$ cat config.mk
export PLATFORM = sky130hd
export DESIGN_NAME = key_conditioner
export DESIGN_NICKNAME = d
export VERILOG_FILES = /design/src/rtl/key_pkg.sv /design/src/rtl/key_debounce_channel.sv /design/src/rtl/key_conditioner.sv
export SDC_FILE = /design/constraint.sdc
export NUM_CORES = 1
export LEC_CHECK = 0
export CORE_MARGIN = 4
export CORE_UTILIZATION = 59
export CTS_BUF_LIST = sky130_fd_sc_hd__clkbuf_4
export DETAILED_ROUTE_END_ITERATION = 12
export PLACE_DENSITY = 0.77
export SLEW_MARGIN = 5
export SYNTH_ARGS = -nofsm -noshare
export SYNTH_HDL_FRONTEND = slang
export SYNTH_SLANG_ARGS = --single-unit
$ cat constraint.sdc
create_clock -name clk -period 2.4 [get_ports clk]
set_input_delay 0.72 -clock clk [delete_from_list [all_inputs] [get_ports clk]]
set_output_delay 0.72 -clock clk [all_outputs]
set_load 0.01 [all_outputs]
$ cat src/rtl/key_pkg.sv
// Shared definitions for the stopwatch key front-end.
// Holds the per-key channel state encoding and the key index map.
package key_pkg;

    localparam int NUM_KEYS    = 3;

    localparam int KEY_RESET   = 0;
    localparam int KEY_START   = 1;
    localparam int KEY_DISPLAY = 2;

    typedef enum logic [1:0] {
        IDLE         = 2'd0,
        PRESS_WAIT   = 2'd1,
        PRESSED      = 2'd2,
        RELEASE_WAIT = 2'd3
    } key_state_t;

endpackage

$ cat src/rtl/key_debounce_channel.sv
// One key: two-flop synchroniser, debounce FSM with hold counter,
// and registered single-cycle press/release/long pulses.
module key_debounce_channel
    import key_pkg::*;
#(
    parameter int unsigned DEBOUNCE_CYCLES = 1000000,
    parameter int unsigned LONG_CYCLES     = 50000000,
    parameter int unsigned CNT_W           = 32
) (
    input  logic clk,
    input  logic rst_n,
    input  logic key_n,
    output logic press_pulse,
    output logic release_pulse,
    output logic long_pulse,
    output logic key_level
);

    localparam logic [CNT_W-1:0] CNT_ONE   = CNT_W'(1);
    localparam logic [CNT_W-1:0] DEB_LAST  = CNT_W'(DEBOUNCE_CYCLES - 1);
    localparam logic [CNT_W-1:0] LONG_MAX  = CNT_W'(LONG_CYCLES);
    localparam logic [CNT_W-1:0] LONG_LAST = CNT_W'(LONG_CYCLES - 1);

    logic             sync1;
    logic             sync2;
    key_state_t       state;
    key_state_t       state_nxt;
    logic [CNT_W-1:0] dcnt;
    logic [CNT_W-1:0] dcnt_nxt;
    logic [CNT_W-1:0] hcnt;
    logic [CNT_W-1:0] hcnt_nxt;
    logic             press_nxt;
    logic             release_nxt;
    logic             long_nxt;
    logic             level_nxt;

    // Flops reset to 1 so a key held through reset still looks like a fresh press.
    always_ff @(posedge clk or negedge rst_n) begin
        if (!rst_n) begin
            sync1 <= 1'b1;
            sync2 <= 1'b1;
        end else begin
            sync1 <= key_n;
            sync2 <= sync1;
        end
    end

    always_ff @(posedge clk or negedge rst_n) begin
        if (!rst_n) begin
            state <= IDLE;
            dcnt  <= '0;
            hcnt  <= '0;
        end else begin
            state <= state_nxt;
            dcnt  <= dcnt_nxt;
            hcnt  <= hcnt_nxt;
        end
    end

    always_comb begin
        state_nxt = state;
        dcnt_nxt  = dcnt;
        hcnt_nxt  = hcnt;

        // Hold time keeps running through release bounces and saturates.
        if ((state == PRESSED || state == RELEASE_WAIT) && hcnt != LONG_MAX) begin
            hcnt_nxt = hcnt + CNT_ONE;
        end

        case (state)
            IDLE: begin
                hcnt_nxt = '0;
                if (!sync2) begin
                    state_nxt = PRESS_WAIT;
                    dcnt_nxt  = CNT_ONE;
                end else begin
                    dcnt_nxt  = '0;
                end
            end
            PRESS_WAIT: begin
                if (sync2) begin
                    state_nxt = IDLE;
                    dcnt_nxt  = '0;
                end else if (dcnt == DEB_LAST) begin
                    state_nxt = PRESSED;
                    dcnt_nxt  = '0;
                    hcnt_nxt  = '0;
                end else begin
                    dcnt_nxt  = dcnt + CNT_ONE;
                end
            end
            PRESSED: begin
                if (sync2) begin
                    state_nxt = RELEASE_WAIT;
                    dcnt_nxt  = CNT_ONE;
                end
            end
            RELEASE_WAIT: begin
                if (!sync2) begin
                    state_nxt = PRESSED;
                    dcnt_nxt  = '0;
                end else if (dcnt == DEB_LAST) begin
                    state_nxt = IDLE;
                    dcnt_nxt  = '0;
                end else begin
                    dcnt_nxt  = dcnt + CNT_ONE;
                end
            end
            default: begin
                state_nxt = IDLE;
                dcnt_nxt  = '0;
                hcnt_nxt  = '0;
            end
        endcase
    end

    always_comb begin
        press_nxt   = (state == PRESS_WAIT)   && !sync2 && (dcnt == DEB_LAST);
        release_nxt = (state == RELEASE_WAIT) &&  sync2 && (dcnt == DEB_LAST);
        long_nxt    = (state == PRESSED || state == RELEASE_WAIT) && (hcnt == LONG_LAST);
        level_nxt   = (state_nxt == PRESSED) || (state_nxt == RELEASE_WAIT);
    end

    always_ff @(posedge clk or negedge rst_n) begin
        if (!rst_n) begin
            press_pulse   <= 1'b0;
            release_pulse <= 1'b0;
            long_pulse    <= 1'b0;
            key_level     <= 1'b0;
        end else begin
            press_pulse   <= press_nxt;
            release_pulse <= release_nxt;
            long_pulse    <= long_nxt;
            key_level     <= level_nxt;
        end
    end

endmodule

$ cat src/rtl/key_conditioner.sv
// Stopwatch push-button front-end: one independent debounce channel per key.
// Bit 0 = reset key, bit 1 = start/pause key, bit 2 = display/stop key.
module key_conditioner
    import key_pkg::*;
#(
    parameter int unsigned DEBOUNCE_CYCLES = 1000000,
    parameter int unsigned LONG_CYCLES     = 50000000,
    parameter int unsigned CNT_W           = 32
) (
    input  logic                clk,
    input  logic                rst_n,
    input  logic [NUM_KEYS-1:0] key_n,
    output logic [NUM_KEYS-1:0] press_pulse,
    output logic [NUM_KEYS-1:0] release_pulse,
    output logic [NUM_KEYS-1:0] long_pulse,
    output logic [NUM_KEYS-1:0] key_level
);

    for (genvar k = 0; k < NUM_KEYS; k++) begin : g_chan
        key_debounce_channel #(
            .DEBOUNCE_CYCLES (DEBOUNCE_CYCLES),
            .LONG_CYCLES     (LONG_CYCLES),
            .CNT_W           (CNT_W)
        ) u_chan (
            .clk           (clk),
            .rst_n         (rst_n),
            .key_n         (key_n[k]),
            .press_pulse   (press_pulse[k]),
            .release_pulse (release_pulse[k]),
            .long_pulse    (long_pulse[k]),
            .key_level     (key_level[k])
        );
    end

endmodule

# After elaboration in Yosys (flattened, before gate mapping)
# Cells that the tools add are included.
# word_totals
out_inout_bits	12
regBits	216
# op_classes
n_reduce_logical	30
muxes	51
eq_ne	27
add_sub_neg	6
# op_table
op	n
32-bit two-way mux	21
32-bit one-hot mux with 4 select lines	3
32-bit by 1-bit adder with 32-bit output (second input constant)	6
32-bit one-hot mux with 2 select lines	3
32-bit by 20-bit == test with 1-bit output (second input constant)	3
32-bit by 26-bit == test with 1-bit output (second input constant)	3
32-bit by 26-bit != test with 1-bit output (second input constant)	3
2-bit two-way mux	18
2-bit == test (second input constant)	12
2-bit one-hot mux with 4 select lines	3
1-bit logical AND	18
2-bit by 1-bit == test with 1-bit output (second input constant)	3
2-bit logical NOT	3
1-bit logical OR	6
2-bit by 1-bit != test with 1-bit output (second input constant)	3
1-bit logical NOT	3
1-bit two-way mux	3

# Logic depth before layout (Yosys ltp)
# Gate-level depths: netlist of run 1.
# depth
word_depth	7
ltp_mapped	8

# Modules after synthesis
# From an unflattened synthesis of run 1, not the netlist that was laid out.
# unflattened
cells_unflattened	1324
hier_area_um2	12037.8
# by_module_without_submodules
mod	seq_area_each_um2	area_each_um2	n_inst	cells_each
key_debounce_channel (g_chan[0].u_chan)	1804.2	4100.2	1	456
key_debounce_channel (g_chan[2].u_chan)	1804.2	4007.6	1	438
key_debounce_channel (g_chan[1].u_chan)	1804.2	3930.0	1	430

# Least setup slack after synthesis of run 1
# No wires, ideal clock.
# synth_path
kind	reg2reg
from	register g_chan[0].u_chan.dcnt[7]
to	register g_chan[0].u_chan.hcnt[0]
required_ps	2281
slack_ps	0
path_stages_with_launch	7
synth_period_minus_slack_ps	2400
arrival_time_ps	2281
n_path_buf	1
path_cell_list	dfrtp_1 or4_1 or4_4 or4_4 a21oi_4 buf_6 nor2_1
# synth_between
elab_chain_cells	4
# synth_rtl
item	line_no	text
from (decl)	key_debounce_channel.sv:28	logic [CNT_W-1:0] dcnt;
from (signal assigned)	key_debounce_channel.sv:55	dcnt <= dcnt_nxt;
32-bit by 20-bit == test with 1-bit output	key_debounce_channel.sv:84	end else if (dcnt == DEB_LAST) begin
32-bit two-way mux	key_debounce_channel.sv:84	
32-bit two-way mux	key_debounce_channel.sv:81	if (sync2) begin
32-bit one-hot mux with 2 select lines	key_debounce_channel.sv:70	case (state)
via g_chan[0].u_chan.hcnt_nxt[0]	key_debounce_channel.sv:31	logic [CNT_W-1:0] hcnt_nxt;
to (signal assigned)	key_debounce_channel.sv:56	hcnt <= hcnt_nxt;
to (decl)	key_debounce_channel.sv:30	logic [CNT_W-1:0] hcnt;
# The timed path passes the listed nets, and every way through them passes these cells.
# A chain may end at the register's enable or synchronous reset.

# Final worst setup path of run 1
# layout_path
from	register g_chan[0].u_chan.dcnt[7]
to	register g_chan[0].u_chan.hcnt[13]
# The elaborated chain is that of the path after synthesis.

==> impl_metrics.ini, run 1 <==
[detailed_routing]
ant_nets = 0
vias = 10000
drtIter0Drc = 740
drc_errors = 0
drt_wl_total_um = 26000
wire_per_inst_um = 15.5
firstDrtPassIters = 8
vias_per_cell = 5.97

[timing]
finalSetupViolations = 31
fmax_mhz = 403
hold_violations = 0
final.min_clock_period_ns = 2.48
post-route-period-util = 1.03
finClkSkew_ns = 0.0292
whs_ns = 0.356
fin_ws_ns = -0.0789
final_max_slew_viol_count = 0
relSlewSlack = 0.541
rsz0062_at_grt = true
worstMarginPinSlew_ns = 0.688

[synthesis]
syn_nets = 1301
synth_edf_count = 0
synth_flop_cell = dfrtp_1
ys_types = 61
yosysWarnings = 0
ys_seq_area_frac = 0.462
syn_inst = 1287
ys_ff_latch = 216
async_reset_ff_frac = 1.00
syn_avg_cell_area_um2 = 9.09
syn-cell-area_um2 = 11700

[global_routing]
grt-ovfl-total = 0
antenna_found_initial = 1
grt_util_all_layers = 0.241
grt_max_degree = 67
grt_pass1_vias = 9895
grt_pass1_wl_um = 45700

[run_status]
failed_checks = negative setup slack
status = finished with violations

[floorplan]
die_w_um = 149
die_h_um = 149
io_pins = 17
die_area_um2 = 22200
rows = 51
core-area_um2 = 19500
initial_core_util = 0.601

[clock_tree]
cts_root_buf = clkbuf_4
clk_path_buf_depth = 3
cts.sinks = 216
cts_tree = built
cts-buffers-inserted = 59
insertion_delay_ns = 0.68
clkTransAtPathRegs_ns = 0.07
h-tree-depth = 2

[worst_setup_path]
path_cells = or4_1 -> or4_4 -> or4_4 -> a21oi_4 -> buf_4 -> nor2_1
cpMaxStageDelayCell = or4_4
cpPeakStageDelay_ns = 0.54
cp.required_ns = 2.95
crit_buf_inv = 1
crit_family = simple AND/OR/NAND/NOR gates
crit_fanout = 10
critPathCaptureType = flop
crit_top_cell = or4_4
path_class = reg2reg
cp.arrival_ns = 3.03
critPathLaunchType = flop

[pwr]
peakVddDrop_mv = 0.340
power.leakage_nw = 5.48
power_w = 0.00739
power_density_nw_per_um2 = 556

[hold_path]
hold_class = reg2reg

[place]
post-dp-hpwl_um = 17000
io_buffers = 16
place.gp.congestion = 0.839

[cells_and_area]
final_nets = 1373
syn_to_final_growth_pct = 13.6
drive_gt1_frac = 0.131

[run]
drv_cap = 0
## where the power goes
part,leakage (nW),switching (W),total [W],internal [W]
Sequential,2.98,0.0000420,0.00371,0.00367
Clock,0.471,0.00157,0.00341,0.00184
Combinational,2.02,0.000176,0.000269,0.0000929
Total,5.48,0.00179,0.00739,0.00560
## cell families after synthesis
family,share of synthesized area
buffers and inverters,0.0410
flip-flops,0.462
adder cells (fa/ha/maj),0.00962
XOR/XNOR,0.0726
multiplexers,0.00684
AO/OA/AOI/OAI,0.131
AND/OR/NAND/NOR,0.277
## routing by layer
| metal | GRT usage | wire (µm) |
|---|---|---|
| met3 | 0.0435 | 1270 |
| met4 | 0.0719 | 364 |
| met2 | 0.394 | 12600 |
| met5 | 0 | 0 |
| met1 | 0.332 | 11700 |
## metrics by stage
| stage | instances | TNS (ns) | area (µm²) | utilization | setup slack [ns] |
|---|---|---|---|---|---|
| 6_report | 1675 | -1.79 | 13300 | 0.683 | -0.0789 |
| 5_1_grt | 1675 | -3.43 | 13300 | 0.683 | -0.128 |
| 4_1_cts | 1673 | -2.31 | 13300 | 0.681 | -0.0830 |
| 3_5_place_dp | 1561 | -2.25 | 12500 | 0.640 | -0.0969 |
| 3_3_place_gp | 1561 | -0.488 | 12500 | 0.640 | -0.0445 |
| 2_1_floorplan | 1287 | 0 | 11700 | - | 0.0230 |
## worst reg2reg max path, stage by stage, from the launching register on
cell and delay, ns:
dfrtp_1 0.37, or4_1 0.52, or4_4 0.45, or4_4 0.54, a21oi_4 0.20, buf_4 0.21
nor2_1 0.07
## cells in the mapped netlist, drive strengths merged (27+ instances only)
library cell / instances / area, µm²
a21oi: 51 / 267
a31oi: 46 / 288
and3: 29 / 181
clkbuf: 50 / 188
dfrtp: 210 / 5260
inv: 35 / 131
nand2: 113 / 424
nand3: 74 / 370
nand4: 54 / 338
nor2: 136 / 510
nor3: 41 / 205
nor4: 56 / 365
o21ai: 51 / 255
xnor2: 70 / 613
xor2: 27 / 236
## cell usage in the layout, fill, tap and decap left out, types with 25 or more instances in the layout
cell and instances:
nand4_1 54, and4_1 25, clkbuf_4 84, nand2_1 113, inv_1 35, buf_4 58
o21ai_0 50, nand3_1 74, nor4_1 55, dfrtp_1 210, nor3_1 41, nor2_1 135
and3_1 29, xnor2_1 70, a21oi_1 49, xor2_1 27, a31oi_1 46
## area by class of cell
type	count	area (µm²)
fillers	1569	6170
repair buffers	84	782
inverters	35	131
clock buffers	84	631
multi-input cells	963	5840
well taps	265	332
flip-flops and latches	216	5410
clock inverters	27	161
diodes	1	2.50
## path summary, 6_finish.rpt
kind                                               start                            to  slack (ns)  cells after the start
max in group asynchronous                          rst_n        g_chan[1].u_chan.sync2        1.13                      3
min in group asynchronous                          rst_n  g_chan[2].u_chan.press_pulse        0.59                      2
worst max register to register  g_chan[0].u_chan.dcnt[7]     g_chan[0].u_chan.hcnt[13]       -0.08                      6
worst min-delay path              g_chan[1].u_chan.sync1        g_chan[1].u_chan.sync2        0.36                      0
worst max-delay path            g_chan[0].u_chan.dcnt[7]     g_chan[0].u_chan.hcnt[13]       -0.08                      6
worst min register to register    g_chan[1].u_chan.sync1        g_chan[1].u_chan.sync2        0.36                      0
## registers in the layout (all words and copies together), names as in the netlist
register and count:
g_chan.u_chan.state 6, g_chan.u_chan.sync2 3, g_chan.u_chan.release_pulse 3, g_chan.u_chan.hcnt 96
g_chan.u_chan.press_pulse 3, g_chan.u_chan.sync1 3, g_chan.u_chan.long_pulse 3, g_chan.u_chan.dcnt 96
g_chan.u_chan.key_level 3
## timing repair
item / CTS / global route
setup buffers: 0 / 1
endpoints found under the setup margin: 49 / 52
hold endpoints to repair: 27 / 0
hold buffers: 1 / 0
pin swaps: 0 / 1
gates resized for setup: 1 / 3
No activity file was read; power rests on OpenSTA's default activity.
==> run 2, diff against run 1 <==
--- a/config.mk
+++ b/config.mk
@@ -5,6 +5,7 @@
 export SDC_FILE = /design/constraint.sdc
 export NUM_CORES = 1
 export LEC_CHECK = 0
+export ABC_AREA = 1
 export CORE_MARGIN = 4
 export CORE_UTILIZATION = 59
 export CTS_BUF_LIST = sky130_fd_sc_hd__clkbuf_4
==> constraint.sdc (replaced) <==
create_clock -name clk -period 2.02 [get_ports clk]
set_input_delay 0.606 -clock clk [delete_from_list [all_inputs] [get_ports clk]]
set_output_delay 0.606 -clock clk [all_outputs]
set_load 0.01 [all_outputs]
==> impl_metrics.ini, run 2 <==
[worst_setup_path]
cp.arrival_ns = 1.33
critPathLaunchType = flop
path_class = reg2out
path_cells = clkdlybuf4s15_2
crit_family = flip-flops
cp.required_ns = 1.41
cpPeakStageDelay_ns = 0.40
crit_fanout = 1
cpMaxStageDelayCell = dfrtp_1
crit_buf_inv = 1
critPathCaptureType = output port

[floorplan]
rows = 55
initial_core_util = 0.602
die_w_um = 160
die_h_um = 160
die_area_um2 = 25700
io_pins = 17
core-area_um2 = 22700

[synthesis]
ys_seq_area_frac = 0.396
synth_flop_cell = dfrtp_1
syn_avg_cell_area_um2 = 6.99
yosysWarnings = 0
async_reset_ff_frac = 1.00
ys_ff_latch = 216
synth_area_leader_cell = dfrtp_1
synth_edf_count = 0
syn-cell-area_um2 = 13700
ys_types = 46
synth_area_leaders = dfrtp_1, nand2_1, nor2_1
syn_nets = 1969
syn_inst = 1955
yosysTopAreaCellShare = 0.384
synth.most_common_cell = nand2_1
synth_common_cells = nand2_1, nor2_1, inv_1

[cells_and_area]
syn_to_final_growth_pct = 10.5
final_common_cell = nand2_1
drive_gt1_frac = 0.111
stdcell_count = 2363
fin_util = 0.665
largestRegisters = g_chan.u_chan.dcnt (96), g_chan.u_chan.hcnt (96), g_chan.u_chan.state (6)
final_cell_mix = nand2_1, nor2_1, inv_1
final_nets = 2042

[pwr]
power_density_nw_per_um2 = 574
power.leakage_nw = 6.52
peakVddDrop_mv = 0.562
power_w = 0.00867

[timing]
fin_setup_tns_ns = 0
relSlewSlack = 0.600
final.min_clock_period_ns = 1.94
finClkSkew_ns = 0.0402
finalSetupViolations = 0
hold_violations = 0
fmax_mhz = 516
post-route-period-util = 0.959
worstMarginPinSlew_ns = 0.600
rsz0062_at_grt = true
final_max_slew_viol_count = 0

[run]
drv_cap = 0

[hold_path]
hold_class = in2reg

[detailed_routing]
wire_per_inst_um = 13.6
drc_errors = 0
vias = 12700
drt_wl_total_um = 32100
firstDrtPassIters = 8
drtIter0Drc = 992
ant_nets = 0
vias_per_cell = 5.39

[clock_tree]
h-tree-depth = 2
cts.sinks = 216
insertion_delay_ns = 0.70
cts_root_buf = clkbuf_4
clkTransAtPathRegs_ns = 0.06
clk_path_buf_depth = 3
cts-buffers-inserted = 58
cts_tree = built

[global_routing]
grt_max_degree = 61
grt_pass1_wl_um = 55300
grt_util_all_layers = 0.250
antenna_found_initial = 1
grt_pass1_vias = 12200
grt-ovfl-total = 0

[place]
place.gp.congestion = 0.953
post-dp-hpwl_um = 22900
io_buffers = 16
dp.cells = 2243

[run_status]
status = finished clean
-- run 2: changes by cell type after synthesis, moves of 42 or more --
cell and change:
nor4_1 -47, xor2_1 +45, xnor2_1 -61, a31oi_1 -45, nand3_1 +65, nor2_1 +188, nand2_1 +402, inv_1 +209
clkbuf_1 -42
-- run 2: final timing paths --
path                                             start                        end  slack [ns]  cells past startpoint
setup / recovery           g_chan[1].u_chan.long_pulse              long_pulse[1]        0.08                      1
hold / removal                                key_n[0]     g_chan[0].u_chan.sync1        0.33                      1
setup reg to reg              g_chan[0].u_chan.dcnt[0]  g_chan[0].u_chan.dcnt[24]        0.09                     10
hold reg to reg                 g_chan[0].u_chan.sync1     g_chan[0].u_chan.sync2        0.36                      0
max in group asynchronous                        rst_n  g_chan[0].u_chan.hcnt[25]        0.94                      3
min in group asynchronous                        rst_n   g_chan[2].u_chan.hcnt[0]        0.44                      2
-- run 2: what timing repair did --
action | 4_1_cts | 5_1_grt
hold endpoints to repair | 44 | 0
resized for setup | 18 | 18
hold buffers | 1 | 0
pin swaps | 0 | 4
setup endpoints to repair | 20 | 88
buffers inserted | 0 | 9
-- run 2: metrics by stage --
step | hold WS, ns | cell area [µm²] | worst slack [ns]
after detailed placement | 0.347 | 14200 | -0.00759
final | 0.326 | 15100 | 0.0834
after floorplan | 0.310 | 13700 | 0.358
after global routing | 0.263 | 15100 | -0.0218
after CTS | 0.252 | 15000 | 0.00674
after global placement | 0.346 | 14200 | 0.0510
-- run 2: layer usage --
layer / GRT usage / part of all wire
met1: 0.339 / 0.46
met2: 0.415 / 0.47
met3: 0.0426 / 0.057
met4: 0.0712 / 0.015
met5: 0 / 0
-- run 2: cells by family after synthesis --
| logic type | synth area share |
|---|---|
| XOR/XNOR | 0.0519 |
| AND/OR/NAND/NOR | 0.378 |
| flip-flops | 0.396 |
| buffers and inverters | 0.0944 |
| AO/OA/AOI/OAI | 0.0714 |
| adder cells (fa/ha/maj) | 0.00824 |
-- run 2: layout make-up --
type,count,area [µm²]
fill,2026,7600
multi-input combinational,1440,7020
sequential,216,5410
inverter,254,970
clock buffer,89,668
timing repair buffer,58,574
tap,285,357
clock inverter,20,104
antenna,1,2.50
-- run 2: power breakdown --
group	leakage, nW	switching (W)	internal, W	total [W]
clock	0.463	0.00188	0.00213	0.00402
sequential	2.98	0.0000220	0.00435	0.00437
combinational	3.08	0.000196	0.0000886	0.000285
total	6.52	0.00210	0.00657	0.00867
